## config.mk

```make
export PLATFORM = sky130hd
export DESIGN_NAME = spi_rx_deserializer
export DESIGN_NICKNAME = d
export VERILOG_FILES = /design/src/rtl/spi_pkg.sv /design/src/rtl/spi_sync_edge.sv /design/src/rtl/spi_rx_deserializer.sv
export SDC_FILE = /design/constraint.sdc
export NUM_CORES = 1
export LEC_CHECK = 0
export ABC_AREA = 1
export CELL_PAD_IN_SITES_DETAIL_PLACEMENT = 1
export CELL_PAD_IN_SITES_GLOBAL_PLACEMENT = 1
export CORE_MARGIN = 10
export CORE_UTILIZATION = 40
export CTS_CLUSTER_DIAMETER = 30
export DETAILED_ROUTE_END_ITERATION = 16
export DONT_BUFFER_PORTS = 1
export GPL_TIMING_DRIVEN = 0
export MAX_ROUTING_LAYER = met4
export PLACE_DENSITY_LB_ADDON = 0.1
export SETUP_SLACK_MARGIN = 0.2
export SKIP_LAST_GASP = 1
export SYNTH_ARGS = -nofsm -noshare
export SYNTH_HDL_FRONTEND = slang
export SYNTH_SLANG_ARGS = --single-unit
export TNS_END_PERCENT = 50
```

## constraint.sdc

```tcl
create_clock -name clk -period 2.9 [get_ports clk]
set_input_delay 0.58 -clock clk [delete_from_list [all_inputs] [get_ports clk]]
set_output_delay 0.58 -clock clk [all_outputs]
set_load 0.005 [all_outputs]
```

## src/rtl/spi_pkg.sv

```systemverilog
// ---------------------------------------------------------------------------
// spi_pkg
// Shared types and constants for the SPI slave receive path.
//   SPI_DATA_W      : default frame length in bits
//   spi_rx_state_t  : receive FSM state encoding
//   spi_cnt_w()     : width of a bit counter that spans 0..w-1
// ---------------------------------------------------------------------------
package spi_pkg;

  localparam int SPI_DATA_W = 16;

  typedef enum logic {
    RX_IDLE,
    RX_SHIFT
  } spi_rx_state_t;

  // Bit counter width for a w-bit frame; never narrower than one bit.
  function automatic int spi_cnt_w(input int w);
    return (w > 2) ? $clog2(w) : 1;
  endfunction

endpackage

```

## src/rtl/spi_sync_edge.sv

```systemverilog
// ---------------------------------------------------------------------------
// spi_sync_edge
// Brings one asynchronous SPI pin into the clk domain and flags its edges.
// Ports:
//   clk   : system clock
//   rst   : synchronous active-high reset (chain loads RST_VAL)
//   d     : asynchronous pin
//   q     : synchronized level, aligned with rise/fall
//   rise  : one-clk pulse, q went 0->1 this cycle
//   fall  : one-clk pulse, q went 1->0 this cycle
// q, rise and fall are all registered, so a consumer sampling a data pin's q
// in the cycle rise is high sees that pin as it was at the same instant.
// ---------------------------------------------------------------------------
module spi_sync_edge #(
  parameter int   STAGES  = 2,
  parameter logic RST_VAL = 1'b0
) (
  input  logic clk,
  input  logic rst,
  input  logic d,
  output logic q,
  output logic rise,
  output logic fall
);

  logic [STAGES-1:0] sync_q;
  logic              last_q;
  logic              rise_q;
  logic              fall_q;

  generate
    for (genvar gi = 0; gi < STAGES; gi++) begin : g_sync
      if (gi == 0) begin : g_first
        always_ff @(posedge clk) begin
          if (rst) sync_q[gi] <= RST_VAL;
          else     sync_q[gi] <= d;
        end
      end else begin : g_rest
        always_ff @(posedge clk) begin
          if (rst) sync_q[gi] <= RST_VAL;
          else     sync_q[gi] <= sync_q[gi-1];
        end
      end
    end
  endgenerate

  // The extra flop holds the previous synchronized level; edge flags are
  // registered alongside it so every output changes on the same clk edge.
  always_ff @(posedge clk) begin
    if (rst) begin
      last_q <= RST_VAL;
      rise_q <= 1'b0;
      fall_q <= 1'b0;
    end else begin
      last_q <= sync_q[STAGES-1];
      rise_q <= sync_q[STAGES-1] & ~last_q;
      fall_q <= ~sync_q[STAGES-1] & last_q;
    end
  end

  assign q    = last_q;
  assign rise = rise_q;
  assign fall = fall_q;

endmodule

```

## src/rtl/spi_rx_deserializer.sv

```systemverilog
// ---------------------------------------------------------------------------
// spi_rx_deserializer
// SPI slave (CPOL=0/CPHA=0) receive path, fully in the clk domain.
// MOSI is sampled MSB first on synchronized SCLK rising edges while CS_n is
// low; each DATA_W-bit word is handed over with a valid/ack handshake.
// Ports:
//   clk, rst   : system clock (>= 4x SCLK), synchronous active-high reset
//   spi_sclk   : SPI clock pin (async)
//   spi_cs_n   : chip select pin, active low (async)
//   spi_mosi   : serial data pin (async)
//   rx_data    : last complete word
//   rx_valid   : rx_data holds an unread word
//   rx_ack     : consumer has read rx_data
//   busy       : frame in progress (SHIFT with at least one bit received)
//   rx_overrun : only with SPI_RX_OVERRUN_EN; sticky, set when a word
//                completes while the previous one is still unread
// Build option: define SPI_RX_OVERRUN_EN to keep unread words and flag
// overruns instead of overwriting rx_data.
// ---------------------------------------------------------------------------
module spi_rx_deserializer
  import spi_pkg::*;
#(
  parameter int DATA_W      = SPI_DATA_W,
  parameter int SYNC_STAGES = 2
) (
  input  logic              clk,
  input  logic              rst,
  input  logic              spi_sclk,
  input  logic              spi_cs_n,
  input  logic              spi_mosi,
  output logic [DATA_W-1:0] rx_data,
  output logic              rx_valid,
  input  logic              rx_ack,
  output logic              busy
`ifdef SPI_RX_OVERRUN_EN
  ,
  output logic              rx_overrun
`endif
);

  localparam int CNT_W = spi_cnt_w(DATA_W);
  localparam logic [CNT_W-1:0] CNT_LAST = CNT_W'(DATA_W - 1);

  logic sclk_q, sclk_rise, sclk_fall_unused;
  logic cs_n_q, cs_rise_unused, cs_fall_unused;
  logic mosi_q, mosi_rise_unused, mosi_fall_unused;

  spi_sync_edge #(.STAGES(SYNC_STAGES), .RST_VAL(1'b0)) u_sync_sclk (
    .clk (clk), .rst (rst), .d (spi_sclk),
    .q (sclk_q), .rise (sclk_rise), .fall (sclk_fall_unused)
  );

  spi_sync_edge #(.STAGES(SYNC_STAGES), .RST_VAL(1'b1)) u_sync_cs (
    .clk (clk), .rst (rst), .d (spi_cs_n),
    .q (cs_n_q), .rise (cs_rise_unused), .fall (cs_fall_unused)
  );

  spi_sync_edge #(.STAGES(SYNC_STAGES), .RST_VAL(1'b0)) u_sync_mosi (
    .clk (clk), .rst (rst), .d (spi_mosi),
    .q (mosi_q), .rise (mosi_rise_unused), .fall (mosi_fall_unused)
  );

  logic sclk_level_unused;
  assign sclk_level_unused = sclk_q;

  spi_rx_state_t     state_q;
  logic [CNT_W-1:0]  cnt_q;
  logic [DATA_W-1:0] shift_q;
  logic [DATA_W-1:0] shift_d;
  logic [DATA_W-1:0] rx_data_q;
  logic              rx_valid_q;
`ifdef SPI_RX_OVERRUN_EN
  logic              rx_overrun_q;
`endif

  assign shift_d = {shift_q[DATA_W-2:0], mosi_q};

  always_ff @(posedge clk) begin
    if (rst) begin
      state_q      <= RX_IDLE;
      cnt_q        <= '0;
      shift_q      <= '0;
      rx_data_q    <= '0;
      rx_valid_q   <= 1'b0;
`ifdef SPI_RX_OVERRUN_EN
      rx_overrun_q <= 1'b0;
`endif
    end else begin
      // Ack is handled first so that a completion later in this block wins.
      if (rx_ack) begin
        rx_valid_q   <= 1'b0;
`ifdef SPI_RX_OVERRUN_EN
        rx_overrun_q <= 1'b0;
`endif
      end

      case (state_q)
        RX_IDLE: begin
          if (!cs_n_q) begin
            state_q <= RX_SHIFT;
            cnt_q   <= '0;
          end
        end

        RX_SHIFT: begin
          // CS release takes priority: a coincident SCLK edge is dropped
          // along with any partial word.
          if (cs_n_q) begin
            state_q <= RX_IDLE;
            cnt_q   <= '0;
          end else if (sclk_rise) begin
            shift_q <= shift_d;
            if (cnt_q == CNT_LAST) begin
              cnt_q <= '0;
`ifdef SPI_RX_OVERRUN_EN
              if (rx_valid_q && !rx_ack) begin
                rx_overrun_q <= 1'b1;
              end else begin
                rx_data_q  <= shift_d;
                rx_valid_q <= 1'b1;
              end
`else
              rx_data_q  <= shift_d;
              rx_valid_q <= 1'b1;
`endif
            end else begin
              cnt_q <= cnt_q + 1'b1;
            end
          end
        end

        default: begin
          state_q <= RX_IDLE;
          cnt_q   <= '0;
        end
      endcase
    end
  end

  assign rx_data  = rx_data_q;
  assign rx_valid = rx_valid_q;
  assign busy     = (state_q == RX_SHIFT) && (cnt_q != '0);
`ifdef SPI_RX_OVERRUN_EN
  assign rx_overrun = rx_overrun_q;
`endif

endmodule

```

-- Word level (Yosys, flattened, before mapping)
Cells that the tools add are included.
- bits in registers: 47
- bits of input ports: 6
- logic and storage cells: 39
- $add $sub $neg: 1
- equal/unequal tests: 3
- multiplexer cells: 11
- bitwise gates (word level): 4
- reductions and logical operators: 5
- operators with widths (kind ; number):
    4-bit 2-to-1 mux ; 4
    4-bit case mux with 2 select lines ; 1
    1-bit 2-to-1 mux ; 6
    4-bit by 1-bit adder with 4-bit output (second input constant) ; 1
    4-bit equality test (second input constant) ; 1
    4-bit AND reduction ; 1
    4-bit nonzero test ; 1
    3-bit by 1-bit inequality test with 1-bit output (second input constant) ; 1
    1-bit inverter ; 3
    3-bit AND reduction ; 1
    2-bit inequality test (second input constant) ; 1
    2-bit AND reduction ; 1
    1-bit AND ; 1
    1-bit logical AND ; 1

-- Longest topological paths before layout
- word-level depth: 5
- depth in mapped cells: 7

-- Cells and area by module
A second synthesis with hierarchy kept.
- cell total of the unflattened synthesis: 218
- area total of the unflattened synthesis: 1834.3 um^2
- modules (own cells, without submodules) (module ; times used ; cells each ; area an instance (um^2)):
    spi_rx_deserializer ; 1 ; 174 ; 1415.1
    spi_sync_edge (u_sync_mosi ...) ; 2 ; 15 ; 140.1
    spi_sync_edge (u_sync_cs) ; 1 ; 14 ; 138.9

-- Least setup slack after synthesis
OpenSTA, ideal clock, no wires.
- path type: reg2out
- start point: register cnt_q[0]
- end point: output port busy
- arrival time: 0.761 ns
- required time: 2.320 ns
- path slack: 1.559 ns
- cell stages (with the launch flop): 4
- buffers on the path: 0
- path through: dfxtp_1 > inv_1 > ha_1 > a21oi_1
- word-level cells in the longest chain between the ends: 2
- RTL lines (element ; RTL line ; text):
    start: declaration ; spi_rx_deserializer.sv:67 ; logic [CNT_W-1:0] cnt_q;
    start signal: assignment ; spi_rx_deserializer.sv:127 ; cnt_q <= cnt_q + 1'b1;
    4-bit nonzero test ; spi_rx_deserializer.sv:142 ; assign busy = (state_q == RX_SHIFT) && (cnt_q != '0);
    1-bit logical AND ; spi_rx_deserializer.sv:142 ;
    end: declaration ; spi_rx_deserializer.sv:34 ; output logic busy
Every way passes these cells.

-- Worst setup path after layout
Ends and elaborated chain as after synthesis.

==> metrics.yaml <==
finish:
  diodes: 0
  instances_no_fill: 264
  final_common_cell: "nand2_1"
  filler_cell_count: 505
  nNetsFinal: 221
  area_growth_pct: 8.53
  fin_area_um2: 1830
  drive_gt1_share_pct: 10.7
  post-route-util_pct: 45.5
  final_cell_mix: "48 x nand2_1, 47 x dfxtp_1, 36 x nor2_1"
setup_path:
  arrival_ns: 1.18
  end_kind: "output port"
  worst-path-max-fanout: 5
  reg2reg_slack_ns: 1.38
  startpoint_type: "flip-flop"
  crit_type: "flip-flop to output port"
  cp-startpoint: "cnt_q[0]"
  crit_required_ns: 2.32
  ff2ff_path_depth: 7
  r2r-end: "rx_data[6]"
  reg2reg_from: "cnt_q[1]"
floorplan:
  io_pins: 24
  initial_utilization_pct: 41.9
  fp-row-count: 23
  die_area_um2: 7220
  core_um2: 4030
  chipHeight_um: 85.0
  fp.dieW_um: 85.0
pwr:
  p_per_area_nw_per_um2: 572
  ir_worst_vdd_mv: 0.308
  power.leakage_nw: 0.706
sta:
  skew_ns: 0.00512
  tns_ns: 0
  setup_violations: 0
  rsz0062_at_grt: "no"
  max_clock_freq_mhz: 568
  holdWs_ns: 0.383
  slew_headroom_pct: 65.1
  period_share_pct: 60.7
  finalHoldViolCount: 0
  min_period_ns: 1.76
  drv_slew: 0
  tightestPinTransition_ns: 0.524
global_routing:
  grt_max_degree: 14
  grt_pass1_wl_um: 6420
  grt_pass1_vias: 1357
  gr-total-overflow: 0
  antenna_found_initial: 0
  groute.usage.overall_pct: 11.0
flow_run:
  maxCapViolCount: 0
clock_tree:
  clock_latency_ns: 0.30
  hold_buffers: 0
  h-tree-depth: 2
  path_clk_slew_ns: 0.08
  ctsResizeCount: 0
  tritoncts: "yes"
  root_buffer: "clkbuf_8"
  clock_sinks: 47
  post_cts_buffers: 0
  cts_made_buffers: 5
  clk_path_buf_depth: 2
logic_synthesis:
  seq_area_frac_synth_pct: 55.7
  synth_seq_cells: 47
  syn_area_per_cell_um2: 8.19
  synthesis.instances: 206
  synth.area.top_cells: "dfxtp_1 56%, nand2_1 11%, nor2_1 8.0%, a21oi_1 5.6%, o21ai_0 4.4%"
  yosysTopAreaCell: "dfxtp_1"
  synth_area_um2: 1690
  synth_top_area_share_pct: 55.7
  syn_nets: 214
  synth_warnings: 0
  ys_types: 22
outcome:
  outcome: "finished, final reports clean"
route:
  vias: 1326
  drt-initial-drc-count: 75
  viasPerCell: 5.02
  wl_per_cell_um: 14.3
  routed_wl_um: 3780
  ant_nets: 0
  dr.pass1.iters: 4
  drc: 0
place:
  dp_cells: 256
  hpwl_um: 2800
  portBuffers: 0
  gp_congestion: 0.670
  dpl_cell_area_um2: 1750
hold_path:
  hp-start: "spi_mosi"
  hp-class: "primary input to flip-flop"
  hold_end: "u_sync_mosi.sync_q[0]"
  hold_depth: 2
-- worst max path at each step --
stage	to	slack, ns	depth (start not counted)
final	busy	1.14	3
after global routing	busy	1.04	3
after CTS	busy	1.11	3
after detailed placement	rx_data[11]	1.38	7
after global placement	u_sync_sclk.rise	1.41	3
after floorplan	busy	1.56	3
-- through the flow --
stage	power [mW]	setup WS (ns)
2_1_floorplan	0.682	1.56
3_5_place_dp	0.688	1.38
3_3_place_gp	0.687	1.41
6_report	1.05	1.14
4_1_cts	1.07	1.11
5_1_grt	1.09	1.04
-- synth_stat cells --
master,instances
nand2_1,48
dfxtp_1,47
nor2_1,36
a21oi_1,19
o21ai_0,15
inv_1,13
a21oi_2,5
clkbuf_1,3
or2_2,3
buf_2,2
buf_6,2
ha_1,2
nand3_1,2
buf_1,1
buf_4,1
clkinv_1,1
inv_4,1
nand3_2,1
nand3_4,1
nand4_1,1
nor2_4,1
nor3_1,1
-- power by group --
group | internal, mW | switching (mW) | total (mW)
Sequential | 0.650 | 0.00197 | 0.652
Clock | 0.169 | 0.206 | 0.375
Combinational | 0.00515 | 0.0148 | 0.0200
-- kinds of logic after synthesis --
group                      after synthesis  share of synthesized area [%]
AOI/OAI and AO/OA                       39                           12.7
adders and majority gates                2                           1.48
buffers and inverters                   24                           6.75
DFF                                     47                           55.7
and+or+nand+nor                         94                           23.4
-- worst max-delay path, cell delays in order (launching register included) --
cell and delay, ns:
dfxtp_1 0.41, inv_1 0.09, ha_1 0.20, a21oi_1 0.20
-- final cells by class --
cell class	instances	area (µm²)	share of cell area [%]
plain buffers	9	55.1	3.01
clock buffers	7	76.3	4.17
multi-input cells	135	633	34.6
clock inverters	1	5.00	0.273
flip-flops and latches	47	941	51.4
well taps	50	62.6	3.42
inverters	15	58.8	3.21
-- registers in the layout (all words and copies together) (netlist names) --
| register | flops |
|---|---|
| cnt_q | 4 |
| rx_data | 16 |
| rx_valid | 1 |
| shift_q | 15 |
| state_q | 1 |
| u_sync_cs.q | 1 |
| u_sync_cs.sync_q | 2 |
| u_sync_mosi.q | 1 |
| u_sync_mosi.sync_q | 2 |
| u_sync_sclk.q | 1 |
| u_sync_sclk.rise | 1 |
| u_sync_sclk.sync_q | 2 |
-- metal layers --
layer | wire (µm) | track usage, %
met5 | 0 | -
met2 | 1800 | 17.8
met1 | 1710 | 12.0
met3 | 214 | 4.11
met4 | 56 | 4.04
Note: power is estimated with default switching activity, not from simulation.
